`src/rtl/uart_packet_rx.sv`:
```
// UART packet receiver: integrated bit sampler plus header/payload/checksum
// packet FSM with a valid/ready packet output and one-cycle error pulses.
module uart_packet_rx #(
  parameter int CLKS_PER_BIT  = 868,
  parameter int DATA_BITS     = 12,
  parameter int ADDR_BITS     = 9,
  parameter int PAYLOAD_BYTES = 4,
  parameter int TIMEOUT_CLKS  = 16*CLKS_PER_BIT*(DATA_BITS+2)
) (
  input  logic                       clk,
  input  logic                       reset,
  input  logic                       rx,
  output logic                       pkt_valid,
  input  logic                       pkt_ready,
  output logic                       pkt_rw,
  output logic                       pkt_mem_type,
  output logic [ADDR_BITS-1:0]       pkt_addr,
  output logic [8*PAYLOAD_BYTES-1:0] pkt_data,
  output logic                       err_valid,
  output logic [2:0]                 err_code
);

  localparam int CLK_W = $clog2(CLKS_PER_BIT);
  localparam int BIT_W = $clog2(DATA_BITS+1);
  localparam int CNT_W = $clog2(PAYLOAD_BYTES+1);
  localparam int TO_W  = $clog2(TIMEOUT_CLKS+1);

  localparam logic [2:0] E_NONE  = 3'd0;
  localparam logic [2:0] E_FRAME = 3'd1;
  localparam logic [2:0] E_HDR   = 3'd2;
  localparam logic [2:0] E_CHK   = 3'd3;
  localparam logic [2:0] E_TO    = 3'd4;
  localparam logic [2:0] E_OVR   = 3'd5;

  localparam logic [1:0] CMD_WR = 2'b11;
  localparam logic [1:0] CMD_RD = 2'b01;

  function automatic logic [TO_W-1:0] sat_inc(input logic [TO_W-1:0] v);
    return (v == {TO_W{1'b1}}) ? v : v + 1'b1;
  endfunction

  // Coincident errors resolve to the lowest code.
  function automatic logic [2:0] pick_err(input logic f, input logic h,
                                          input logic c, input logic t,
                                          input logic o);
    if (f) return E_FRAME;
    if (h) return E_HDR;
    if (c) return E_CHK;
    if (t) return E_TO;
    if (o) return E_OVR;
    return E_NONE;
  endfunction

  // ---- stage p0/p1: rx synchroniser
  logic rx_p0, rx_p1;

  always_ff @(posedge clk) begin
    if (reset) begin
      rx_p0 <= 1'b1;
      rx_p1 <= 1'b1;
    end else begin
      rx_p0 <= rx;
      rx_p1 <= rx_p0;
    end
  end

  // ---- bit sampler
  typedef enum logic [1:0] {S_IDLE, S_START, S_DATA, S_STOP} samp_t;
  samp_t s_state, s_next;

  logic [CLK_W-1:0]     clk_cnt;
  logic [BIT_W-1:0]     bit_cnt;
  logic                 armed;
  logic                 half_hit, bit_hit, stop_hit;
  logic [DATA_BITS-1:0] shift_p1;

  assign half_hit = (clk_cnt == CLK_W'(CLKS_PER_BIT/2 - 1));
  assign bit_hit  = (clk_cnt == CLK_W'(CLKS_PER_BIT - 1));
  assign stop_hit = (s_state == S_STOP) && bit_hit;

  always_comb begin
    s_next = s_state;
    case (s_state)
      S_IDLE:  if (armed && !rx_p1) s_next = S_START;
      S_START: if (half_hit) s_next = rx_p1 ? S_IDLE : S_DATA;
      S_DATA:  if (bit_hit && (bit_cnt == BIT_W'(DATA_BITS-1))) s_next = S_STOP;
      S_STOP:  if (bit_hit) s_next = S_IDLE;
      default: s_next = S_IDLE;
    endcase
  end

  // ---- stage p2: sampled word with its valid (word_done) and framing flag
  logic                 vld_p2, ferr_p2;
  logic [DATA_BITS-1:0] word_p2;

  always_ff @(posedge clk) begin
    if (reset) begin
      s_state <= S_IDLE;
      clk_cnt <= '0;
      bit_cnt <= '0;
      armed   <= 1'b1;
      vld_p2  <= 1'b0;
      ferr_p2 <= 1'b0;
    end else begin
      s_state <= s_next;
      clk_cnt <= ((s_state == S_IDLE) || (s_state != s_next) || bit_hit) ? '0 : clk_cnt + 1'b1;
      if (s_state != S_DATA)
        bit_cnt <= '0;
      else if (bit_hit)
        bit_cnt <= bit_cnt + 1'b1;
      // After a bad stop bit the line must return high before a new start counts.
      if (stop_hit && !rx_p1)
        armed <= 1'b0;
      else if (rx_p1)
        armed <= 1'b1;
      vld_p2  <= stop_hit && rx_p1;
      ferr_p2 <= stop_hit && !rx_p1;
    end
  end

  always_ff @(posedge clk) begin
    if ((s_state == S_DATA) && bit_hit)
      shift_p1 <= {rx_p1, shift_p1[DATA_BITS-1:1]};
    if (stop_hit)
      word_p2 <= shift_p1;
  end

  // ---- packet FSM
  typedef enum logic [1:0] {P_WAIT_HDR, P_PAYLOAD, P_CHECK, P_HOLD} pkt_t;
  pkt_t p_state, p_next, dec_state;

  logic [CNT_W-1:0]         byte_cnt;
  logic [TO_W-1:0]          idle_cnt;
  logic                     drop;
  logic [7:0]               csum;
  logic                     hdr_rw, hdr_mem;
  logic [ADDR_BITS-1:0]     hdr_addr;
  logic [8*PAYLOAD_BYTES-1:0] payload;

  logic [1:0] hdr_cmd;
  logic       dec_ok, take, handshake, to_hit;
  logic       load_hdr, load_byte, load_pkt;
  logic       e_hdr, e_chk, e_to, e_ovr;

  assign hdr_cmd   = word_p2[DATA_BITS-1 -: 2];
  assign dec_ok    = (hdr_cmd == CMD_WR) || (hdr_cmd == CMD_RD);
  assign dec_state = (hdr_cmd == CMD_WR) ? P_PAYLOAD : P_CHECK;
  assign take      = vld_p2 && !drop;
  assign handshake = pkt_valid && pkt_ready;
  assign to_hit    = !vld_p2 && (idle_cnt == TO_W'(TIMEOUT_CLKS-1));

  always_comb begin
    p_next    = p_state;
    load_hdr  = 1'b0;
    load_byte = 1'b0;
    load_pkt  = 1'b0;
    e_hdr     = 1'b0;
    e_chk     = 1'b0;
    e_to      = 1'b0;
    e_ovr     = 1'b0;
    case (p_state)
      P_WAIT_HDR: begin
        if (take) begin
          if (dec_ok) begin
            p_next   = dec_state;
            load_hdr = 1'b1;
          end else begin
            e_hdr = 1'b1;
          end
        end
      end
      P_PAYLOAD: begin
        if (take) begin
          load_byte = 1'b1;
          if (byte_cnt == CNT_W'(PAYLOAD_BYTES-1)) p_next = P_CHECK;
        end else if (to_hit) begin
          e_to   = 1'b1;
          p_next = P_WAIT_HDR;
        end
      end
      P_CHECK: begin
        if (take) begin
          if (word_p2[7:0] == csum) begin
            load_pkt = 1'b1;
            p_next   = P_HOLD;
          end else begin
            e_chk  = 1'b1;
            p_next = P_WAIT_HDR;
          end
        end else if (to_hit) begin
          e_to   = 1'b1;
          p_next = P_WAIT_HDR;
        end
      end
      P_HOLD: begin
        // A word landing on the handshake cycle is the next header, not an overrun.
        if (handshake) begin
          p_next = P_WAIT_HDR;
          if (take) begin
            if (dec_ok) begin
              p_next   = dec_state;
              load_hdr = 1'b1;
            end else begin
              e_hdr = 1'b1;
            end
          end
        end else if (take) begin
          e_ovr = 1'b1;
        end
      end
      default: p_next = P_WAIT_HDR;
    endcase
    if (ferr_p2 && (p_state != P_HOLD))
      p_next = P_WAIT_HDR;
  end

  always_ff @(posedge clk) begin
    if (reset) begin
      p_state      <= P_WAIT_HDR;
      byte_cnt     <= '0;
      idle_cnt     <= '0;
      drop         <= 1'b0;
      pkt_valid    <= 1'b0;
      pkt_rw       <= 1'b0;
      pkt_mem_type <= 1'b0;
      pkt_addr     <= '0;
      pkt_data     <= '0;
      err_valid    <= 1'b0;
      err_code     <= E_NONE;
    end else begin
      p_state  <= p_next;
      idle_cnt <= vld_p2 ? '0 : sat_inc(idle_cnt);
      if (load_hdr)
        byte_cnt <= '0;
      else if (load_byte)
        byte_cnt <= byte_cnt + 1'b1;
      // An overrun drops the rest of that packet; a quiet gap marks its end.
      if (e_ovr)
        drop <= 1'b1;
      else if (to_hit)
        drop <= 1'b0;
      if (load_pkt) begin
        pkt_valid    <= 1'b1;
        pkt_rw       <= hdr_rw;
        pkt_mem_type <= hdr_mem;
        pkt_addr     <= hdr_addr;
        pkt_data     <= hdr_rw ? payload : '0;
      end else if (handshake) begin
        pkt_valid <= 1'b0;
      end
      err_valid <= ferr_p2 | e_hdr | e_chk | e_to | e_ovr;
      err_code  <= pick_err(ferr_p2, e_hdr, e_chk, e_to, e_ovr);
    end
  end

  always_ff @(posedge clk) begin
    if (load_hdr) begin
      hdr_rw   <= (hdr_cmd == CMD_WR);
      hdr_mem  <= word_p2[DATA_BITS-3];
      hdr_addr <= word_p2[ADDR_BITS-1:0];
      csum     <= word_p2[7:0];
    end else if (load_byte) begin
      csum <= csum ^ word_p2[7:0];
    end
    // First payload byte lands in the most significant slot.
    if (load_byte) begin
      for (int i = 0; i < PAYLOAD_BYTES; i++) begin
        if (byte_cnt == CNT_W'(PAYLOAD_BYTES-1-i))
          payload[i*8 +: 8] <= word_p2[7:0];
      end
    end
  end

endmodule

```
`config.mk`:
```
export PLATFORM = sky130hd
export DESIGN_NAME = uart_packet_rx
export DESIGN_NICKNAME = d
export VERILOG_FILES = /design/src/rtl/uart_packet_rx.sv
export SDC_FILE = /design/constraint.sdc
export NUM_CORES = 1
export LEC_CHECK = 0
export ABC_AREA = 0
export CORE_ASPECT_RATIO = 2
export CORE_MARGIN = 2
export CORE_UTILIZATION = 30
export CTS_BUF_LIST = sky130_fd_sc_hd__clkbuf_8
export DETAILED_ROUTE_END_ITERATION = 12
export PLACE_DENSITY_LB_ADDON = 0.1
export SETUP_SLACK_MARGIN = 0.2
export SLEW_MARGIN = 20
export SYNTH_ARGS = -nofsm -noshare
export SYNTH_HDL_FRONTEND = slang
export SYNTH_SLANG_ARGS = --single-unit
```
`constraint.sdc`:
```
create_clock -name clk -period 2.3 [get_ports clk]
set_input_delay 0.46 -clock clk [delete_from_list [all_inputs] [get_ports clk]]
set_output_delay 0.46 -clock clk [all_outputs]
set_load 0.02 [all_outputs]
```
-- Yosys cells after proc, flatten, opt, wreduce, memory -nomap -nowiden
Index checks and enable logic that the tools add are counted.
- add/sub/neg operators: 4
- equality and inequality tests: 24
- mux-type cells: 79
- bitwise gates (word level): 5
- reduce and logical (&&, ||, !) cells: 34
- operators with widths (kind ; number):
    2-to-1 mux 1 bit ; 45
    equality test 18 bit, second input constant ; 2
    2-to-1 mux 3 bit ; 11
    2-to-1 mux 2 bit ; 16
    2-to-1 mux 32 bit ; 1
    adder 18 x 1 -> 18 bit, second input constant ; 1
    2-to-1 mux 8 bit ; 2
    one-hot mux 2 bit (4 select lines) ; 2
    OR reduction 2 bit ; 6
    adder 10 x 1 -> 10 bit, second input constant ; 1
    equality test 10 bit, second input constant ; 1
    equality test 10 x 9 -> 1 bit, second input constant ; 1
    equality test 2 bit, second input constant ; 5
    logical AND 1 bit ; 10
    != test 2 bit, second input constant ; 5
    equality test 8 bit ; 1
    AND reduction 2 bit ; 4
    nonzero test 2 bit ; 4
    XOR 8 bit ; 1
    equality test 2 x 1 -> 1 bit, second input constant ; 3
    equality test 3 x 2 -> 1 bit, second input constant ; 2
    adder 4 x 1 -> 4 bit, second input constant ; 1
    equality test 4 bit, second input constant ; 1
    zero test 2 bit ; 2
    other kinds (10) ; 18
- register bits: 168
- input port bits: 4
- output and inout port bits: 48
- logic and storage cells: 175

-- Logic depth before layout (Yosys ltp)
Gate-level depths: netlist of run 1.
- depth in word-level cells: 26
- gate-level depth with buffers: 8
- mapped depth without buffers: 7

-- Worst setup path after synthesis of run 1
OpenSTA, ideal clock, no wires.
- path kind: register -> register
- start: register clk_cnt[0]
- end: register shift_p1[0], enable pin
- library setup time: 399 ps
- arrival time: 2031 ps
- data required time: 1901 ps
- path slack: -130 ps
- stages on the path, launching flop included: 5
- path buffers: 0
- period minus slack after synthesis: 2430 ps
- cells stage by stage: dfxtp_1 > ha_1 > and4bb_2 > nand4_2 > nor3b_1
- cells in the longest elaborated chain, start to end: 2
- RTL lines (item ; line ; source):
    from (decl) ; 71 ; logic [CLK_W-1:0] clk_cnt;
    from (signal assigned) ; 106 ; clk_cnt <= ((s_state == S_IDLE) || (s_state != s_next) || bit_hit) ? '0 : clk_cnt + 1'b1;
    equality test 10 bit ; 78 ; assign bit_hit = (clk_cnt == CLK_W'(CLKS_PER_BIT - 1));
    logical AND 1 bit ; 122 ; if ((s_state == S_DATA) && bit_hit)
    to (signal assigned) ; 123 ; shift_p1 <= {rx_p1, shift_p1[DATA_BITS-1:1]};
    to (decl) ; 75 ; logic [DATA_BITS-1:0] shift_p1;
Every way passes these cells.
A chain may end at the register's enable or synchronous reset.

-- Final worst setup path of run 1
- start: register err_code[1]
- end: output port err_code[1]
- RTL lines (item ; line ; source):
    from (decl) ; 20 ; output logic [2:0] err_code
    from (signal assigned) ; 252 ; err_code <= pick_err(ferr_p2, e_hdr, e_chk, e_to, e_ovr);
No word-level cell between the ends.

==> results of run 1 <==
## final cells by class
type	count	area (um2)	share of cell area [%]
Sequential cell	168	4110	52.0
Clock buffer	17	234	2.96
Clock inverter	15	198	2.50
Timing Repair Buffer	75	711	8.98
Multi-Input combinational cell	383	2260	28.5
Inverter	14	56.3	0.712
Tap cell	273	342	4.32
## power groups by stage
| stage | Sequential, W | Combinational [W] | Clock [W] |
|---|---|---|---|
| after detailed placement | 0.00317 | 0.0000538 | 0 |
| after CTS | 0.00311 | 0.0000541 | 0.00241 |
| after floorplan | 0.00317 | 0.0000376 | 0 |
| after global routing | 0.00311 | 0.0000606 | 0.00252 |
| final | 0.00310 | 0.0000525 | 0.00230 |
| after global placement | 0.00317 | 0.0000529 | 0 |
## stage by stage
step	utilization, %	std cells	hold WS, ps
after floorplan	-	591	389
after global placement	34.7	912	394
after detailed placement	34.7	912	404
after CTS	36.8	944	255
after global routing	36.8	945	254
final	36.8	945	291
## synth_stat cells (2+ instances only)
cell type  count  area share (%)
buf_4          3            0.34
o21ai_0        9            0.69
or4_1          2            0.23
buf_2          7            0.54
xor2_1         9             1.2
nor3b_1        5            0.57
clkbuf_1      14            0.80
nand3b_1       2            0.23
a31oi_1        3            0.29
nor4_1         5            0.48
a21oi_1       58             4.4
o31a_1         2            0.27
and4_1         2            0.27
o21a_1         2            0.23
a211oi_1       5            0.57
mux2i_1        4            0.61
nor2_1        45             2.6
dfxtp_1       93              29
nand2_1       86             4.9
nand3_1       43             3.3
nand4_2        2            0.38
inv_1         14            0.80
and3_1         4            0.38
xnor2_1       27             3.6
nand4_1       10            0.96
nor3_1        10            0.77
or2_2          2            0.19
edfxtp_1      75              34
or3_1          7            0.67
ha_1          13             2.5
nand2b_1       3            0.29
o211ai_1       2            0.23
## worst min path at each step
stage	endpoint	from	cells past startpoint	slack, ps
floorplan	rx_p1	rx_p0	1	390
global placement	rx_p1	rx_p0	1	390
detailed placement	rx_p1	rx_p0	1	400
CTS	byte_cnt[0]	reset	2	260
global route	byte_cnt[0]	reset	2	250
finish	byte_cnt[0]	reset	2	290
## sequential cells by signal (all words and copies together), names as in the netlist, 4 cells and up
register / count
bit_cnt: 4
clk_cnt: 10
csum: 8
hdr_addr: 9
idle_cnt: 18
payload: 32
pkt_addr: 9
pkt_data: 32
shift_p1: 12
word_p2: 12
## cell families (layout without fill, tap and decap cells)
family / after synthesis / count (layout) / synth area share [%]
AO/OA/AOI/OAI: 90 / 90 / 8.28
XOR/XNOR: 36 / 36 / 4.83
adder cells (fa/ha/maj): 13 / 13 / 2.49
buffers and inverters: 40 / 121 / 2.62
flip-flops: 168 / 168 / 63.0
multiplexers: 4 / 4 / 0.613
AND/OR/NAND/NOR: 240 / 240 / 18.2
## metal layers
metal	global-route usage [%]	routed length (um)	up-vias
li1	-	-	2231
met4	6.85	410	0
met1	13.3	5390	2147
met5	0	0	-
met2	25.3	8200	68
met3	3.43	401	22
## repair_timing
action | 4_1_cts | 5_1_grt
endpoints found under the setup margin | 0 | 27
gates resized for setup | 0 | 1
setup buffers | 0 | 1
==> flow_metrics.tcl, run 1 <==
set metrics [dict create \
    crit_type "register to output port" \
    cts.sinks 168 \
    finClkSkew_ps 11.1 \
    tritoncts "built" \
    ys_types 55 \
    powerDensity_mw_per_mm2 689 \
    place_area_mm2 0.00747 \
    finalWorstSetupSlack_ps 312 \
    n_antenna_cell 0 \
    wl_per_cell_um 15.2 \
    crit_required_ps 1840 \
    ant_nets 0 \
    io_buffers 51 \
    nNetsFinal 676 \
    worst-path-buf-inv 1 \
    ys_warn_count 0 \
    gp_congestion 0.763 \
    ios 52 \
    clk_path_buf_depth 2 \
    synth_edf_count 75 \
    first_iter_violations 179 \
    fp.dieW_um 108 \
    ys_ff_latch 168 \
    cp_top_family "buffers and inverters" \
    antenna_found_initial 0 \
    tightest_slew_ps 597 \
    totalWireLength_mm 14.4 \
    cp.depth 1 \
    reg2reg_from "p_state[0]" \
    cts_inserted_buffers 17 \
    final.fill_count 2206 \
    core_mm2 0.0215 \
    start_kind "register" \
    rows 76 \
    setup_tns_ps 0 \
    cts_hold_buf 0 \
    grt_pass1_vias 4432 \
    initial_core_util_pct 30.4 \
    path_clk_slew_ps 80 \
    avgSynthCellArea_um2 11.0 \
    r2r_cells 4 \
    status "completed" \
    r2r_slack_ps 370 \
    dieArea_mm2 0.0230 \
    crit_fanout 1 \
    fmax_mhz 503 \
    syn2layout_area_growth_pct 21.1 \
    clk_latency_ps 470 \
    grt_setup_unrepaired "no" \
    grt_max_degree 57 \
    synth.yosys.seq_area_share_pct 63.0 \
    hold_viol_final 0 \
    dp_slack_ps 128 \
    fp.dieH_um 213 \
    power_frac_seq_pct 56.9 \
    drc 0 \
    htreeDepth 4 \
    synth_ff_type "dfxtp_1" \
    finalCritPeriodShare_pct 86.4 \
    p_leak_nw 2.56 \
    dpl.hpwl_mm 10.4 \
    rr_endpoint "csum[5]" \
    viasPerCell 4.73 \
    p_total_w 0.00545 \
    async_flop_share_pct 0 \
    cts-root-buf "clkbuf_8" \
    final_common_cell "dfxtp_1" \
    dr.pass1.iters 7 \
    cp-end-kind "output port" \
    grt_first_pass_wirelength_mm 23.0 \
    combPwrFrac_pct 1.0 \
    max_cap_viol_count 0 \
    design_area_mm2 0.00791 \
    syn_inst 591 \
    syn-cell-area_mm2 0.00653 \
    irDropWorstVdd_uv 341 \
    drive_gt1_share_pct 10.3 \
    final_cell_mix "dfxtp_1, nand2_1, edfxtp_1, a21oi_1, clkdlybuf4s50_1" \
    slowest_stage "clkdlybuf4s50_1" \
    final-max-slew-violation-count 0 \
    cp_cell_sequence "clkdlybuf4s50_1" \
    max_slew_margin_pct 60.2 \
    internal_power_w 0.00429 \
    fin_crit_ps 1990 \
    startpoint "err_code[1]" \
    arrival_ps 1530 \
    track_usage_pct 13.5 \
    cp-endpoint "err_code[1]" \
    syn-num-nets 608 \
    finalSetupViolations 0 \
    cpPeakStageDelay_ps 640 \
    switchingPower_w 0.00116 \
    hold_path.class "input port to register" \
    vias 4468 \
    clockPowerShare_pct 42.1 \
    grt_overflow 0 \
    p_sw_share_pct 21.2 \
]
Note: power is estimated with default switching activity, not from simulation.
==> inputs of run 2 (changes only) <==
Settings changed: CTS_CLUSTER_SIZE set to 8, HOLD_SLACK_MARGIN set to 0.06.
==> results of run 2 <==
Final layout, timing and power as in run 1 (identical DEF).
==> inputs of run 3 (changes only) <==
Clock period 2.3 ns to 2.2 ns, I/O delays scaled along.
==> flow_metrics.tcl, run 3 (synthesis results as in run 1) <==
set metrics [dict create \
    grt_first_pass_wirelength_mm 23.3 \
    crit_required_ps 1760 \
    slowest_stage "clkdlybuf4s50_1" \
    min_to "rx_p1" \
    io_buffers 51 \
    ant_nets 0 \
    start_kind "register" \
    finalWorstSetupSlack_ps 276 \
    hold_start "rx_p0" \
    r2r_slack_ps 300 \
    cts_inserted_buffers 17 \
    rr_endpoint "csum[0]" \
    ios 52 \
    dr.pass1.iters 4 \
    tightest_slew_ps 499 \
    multi_input_area_mm2 0.00229 \
    syn2layout_area_growth_pct 22.4 \
    stdcell_count 948 \
    htreeDepth 4 \
    cts-root-buf "clkbuf_8" \
    irDropWorstVdd_uv 417 \
    grt_max_degree 45 \
    worst-path-buf-inv 1 \
    n_antenna_cell 0 \
    nNetsFinal 679 \
    grt_setup_unrepaired "yes" \
    fmax_mhz 520 \
    p_leak_nw 2.60 \
    dpl.hpwl_mm 10.5 \
    track_usage_pct 13.5 \
    viasPerCell 4.77 \
    dp_slack_ps 71.1 \
    cts.sinks 168 \
    powerDensity_mw_per_mm2 721 \
    status "completed" \
    setup_tns_ps 0 \
    fp.dieH_um 213 \
    cpPeakStageDelay_ps 620 \
    reg2reg_from "p_state[0]" \
    clk_path_buf_depth 2 \
    max_cap_viol_count 0 \
    final.fill_count 2208 \
    hold_viol_final 0 \
    final-max-slew-violation-count 0 \
    finalCritPeriodShare_pct 87.4 \
    finClkSkew_ps 7.92 \
    initial_core_util_pct 30.4 \
    finalSetupViolations 0 \
    path_clk_slew_ps 90 \
    crit_type "register to output port" \
    final_cell_mix "dfxtp_1, nand2_1, edfxtp_1, a21oi_1, clkdlybuf4s50_1" \
    max_slew_margin_pct 66.7 \
    hold_path.class "register to register" \
    antenna_found_initial 0 \
    place_inst 913 \
    clk_latency_ps 470 \
    tritoncts "built" \
    grt_pass1_vias 4486 \
    final_common_cell "dfxtp_1" \
    crit_fanout 2 \
    first_iter_violations 239 \
    wl_per_cell_um 15.2 \
    drive_gt1_share_pct 11.6 \
    reg_top3 "payload: 32 flops, pkt_data: 32 flops, idle_cnt: 18 flops" \
    cp.depth 1 \
    core_mm2 0.0215 \
    r2r_cells 6 \
    dieArea_mm2 0.0230 \
    arrival_ps 1480 \
    cp_cell_sequence "clkdlybuf4s50_1" \
    ff_latch_area_mm2 0.00411 \
    rows 76 \
    grt_overflow 0 \
    fin_crit_ps 1920 \
    drc 0 \
    totalWireLength_mm 14.4 \
    cp_top_family "buffers and inverters" \
    cp-end-kind "output port" \
    holdPathStages 1 \
    fp.dieW_um 108 \
    gp_congestion 0.756 \
    vias 4520 \
]
-- run 3: layer usage --
layer / GRT usage (%) / share of wire, % / vias to the layer above
met3: 3.86 / 3.2 / 24
met1: 13.4 / 37 / 2187
met2: 25.4 / 57 / 75
li1: - / - / 2234
met5: 0 / 0 / -
met4: 6.06 / 2.5 / 0
-- run 3: final cells by class --
| cell class | instances | share of cell area (%) |
|---|---|---|
| clock buffers | 19 | 3.27 |
| clock inverters | 13 | 2.43 |
| repair buffers | 78 | 9.25 |
| inverters | 14 | 0.658 |
| multi-input cells | 383 | 28.6 |
| flip-flops and latches | 168 | 51.5 |
| well taps | 273 | 4.27 |
-- run 3: per-stage QoR --
stage | hold slack, ps | util, % | area [um2] | power, W
CTS | 392 | 37.0 | 7940 | 0.00587
detailed placement | 398 | 34.8 | 7480 | 0.00338
floorplan | 389 | - | 6540 | 0.00335
global route | 388 | 37.2 | 7990 | 0.00599
global placement | 392 | 34.8 | 7480 | 0.00338
finish | 419 | 37.2 | 7990 | 0.00576
-- run 3: where the power goes --
group	internal [W]	switching (W)	total [W]
Sequential	0.00323	0.0000112	0.00325
Combinational	0.0000183	0.0000380	0.0000563
Clock	0.00131	0.00115	0.00246
-- run 3: repair_timing --
item | in CTS | in global routing
hold buffers | 0 | 0
gates resized for setup | 1 | 8
hold endpoints to repair | 0 | 0
setup endpoints to repair | 44 | 78
pin swaps | 1 | 2
setup buffers | 1 | 2
-- run 3: worst max-delay path by stage --
stage	start	to	slack [ps]
finish	pkt_addr[1]	pkt_addr[1]	280
global route	p_state[1]	p_state[1]	180
CTS	csum[4]	pkt_mem_type	210
detailed placement	pkt_ready	csum[0]	70
global placement	pkt_ready	csum[0]	100
floorplan	p_state[1]	payload[10]	210
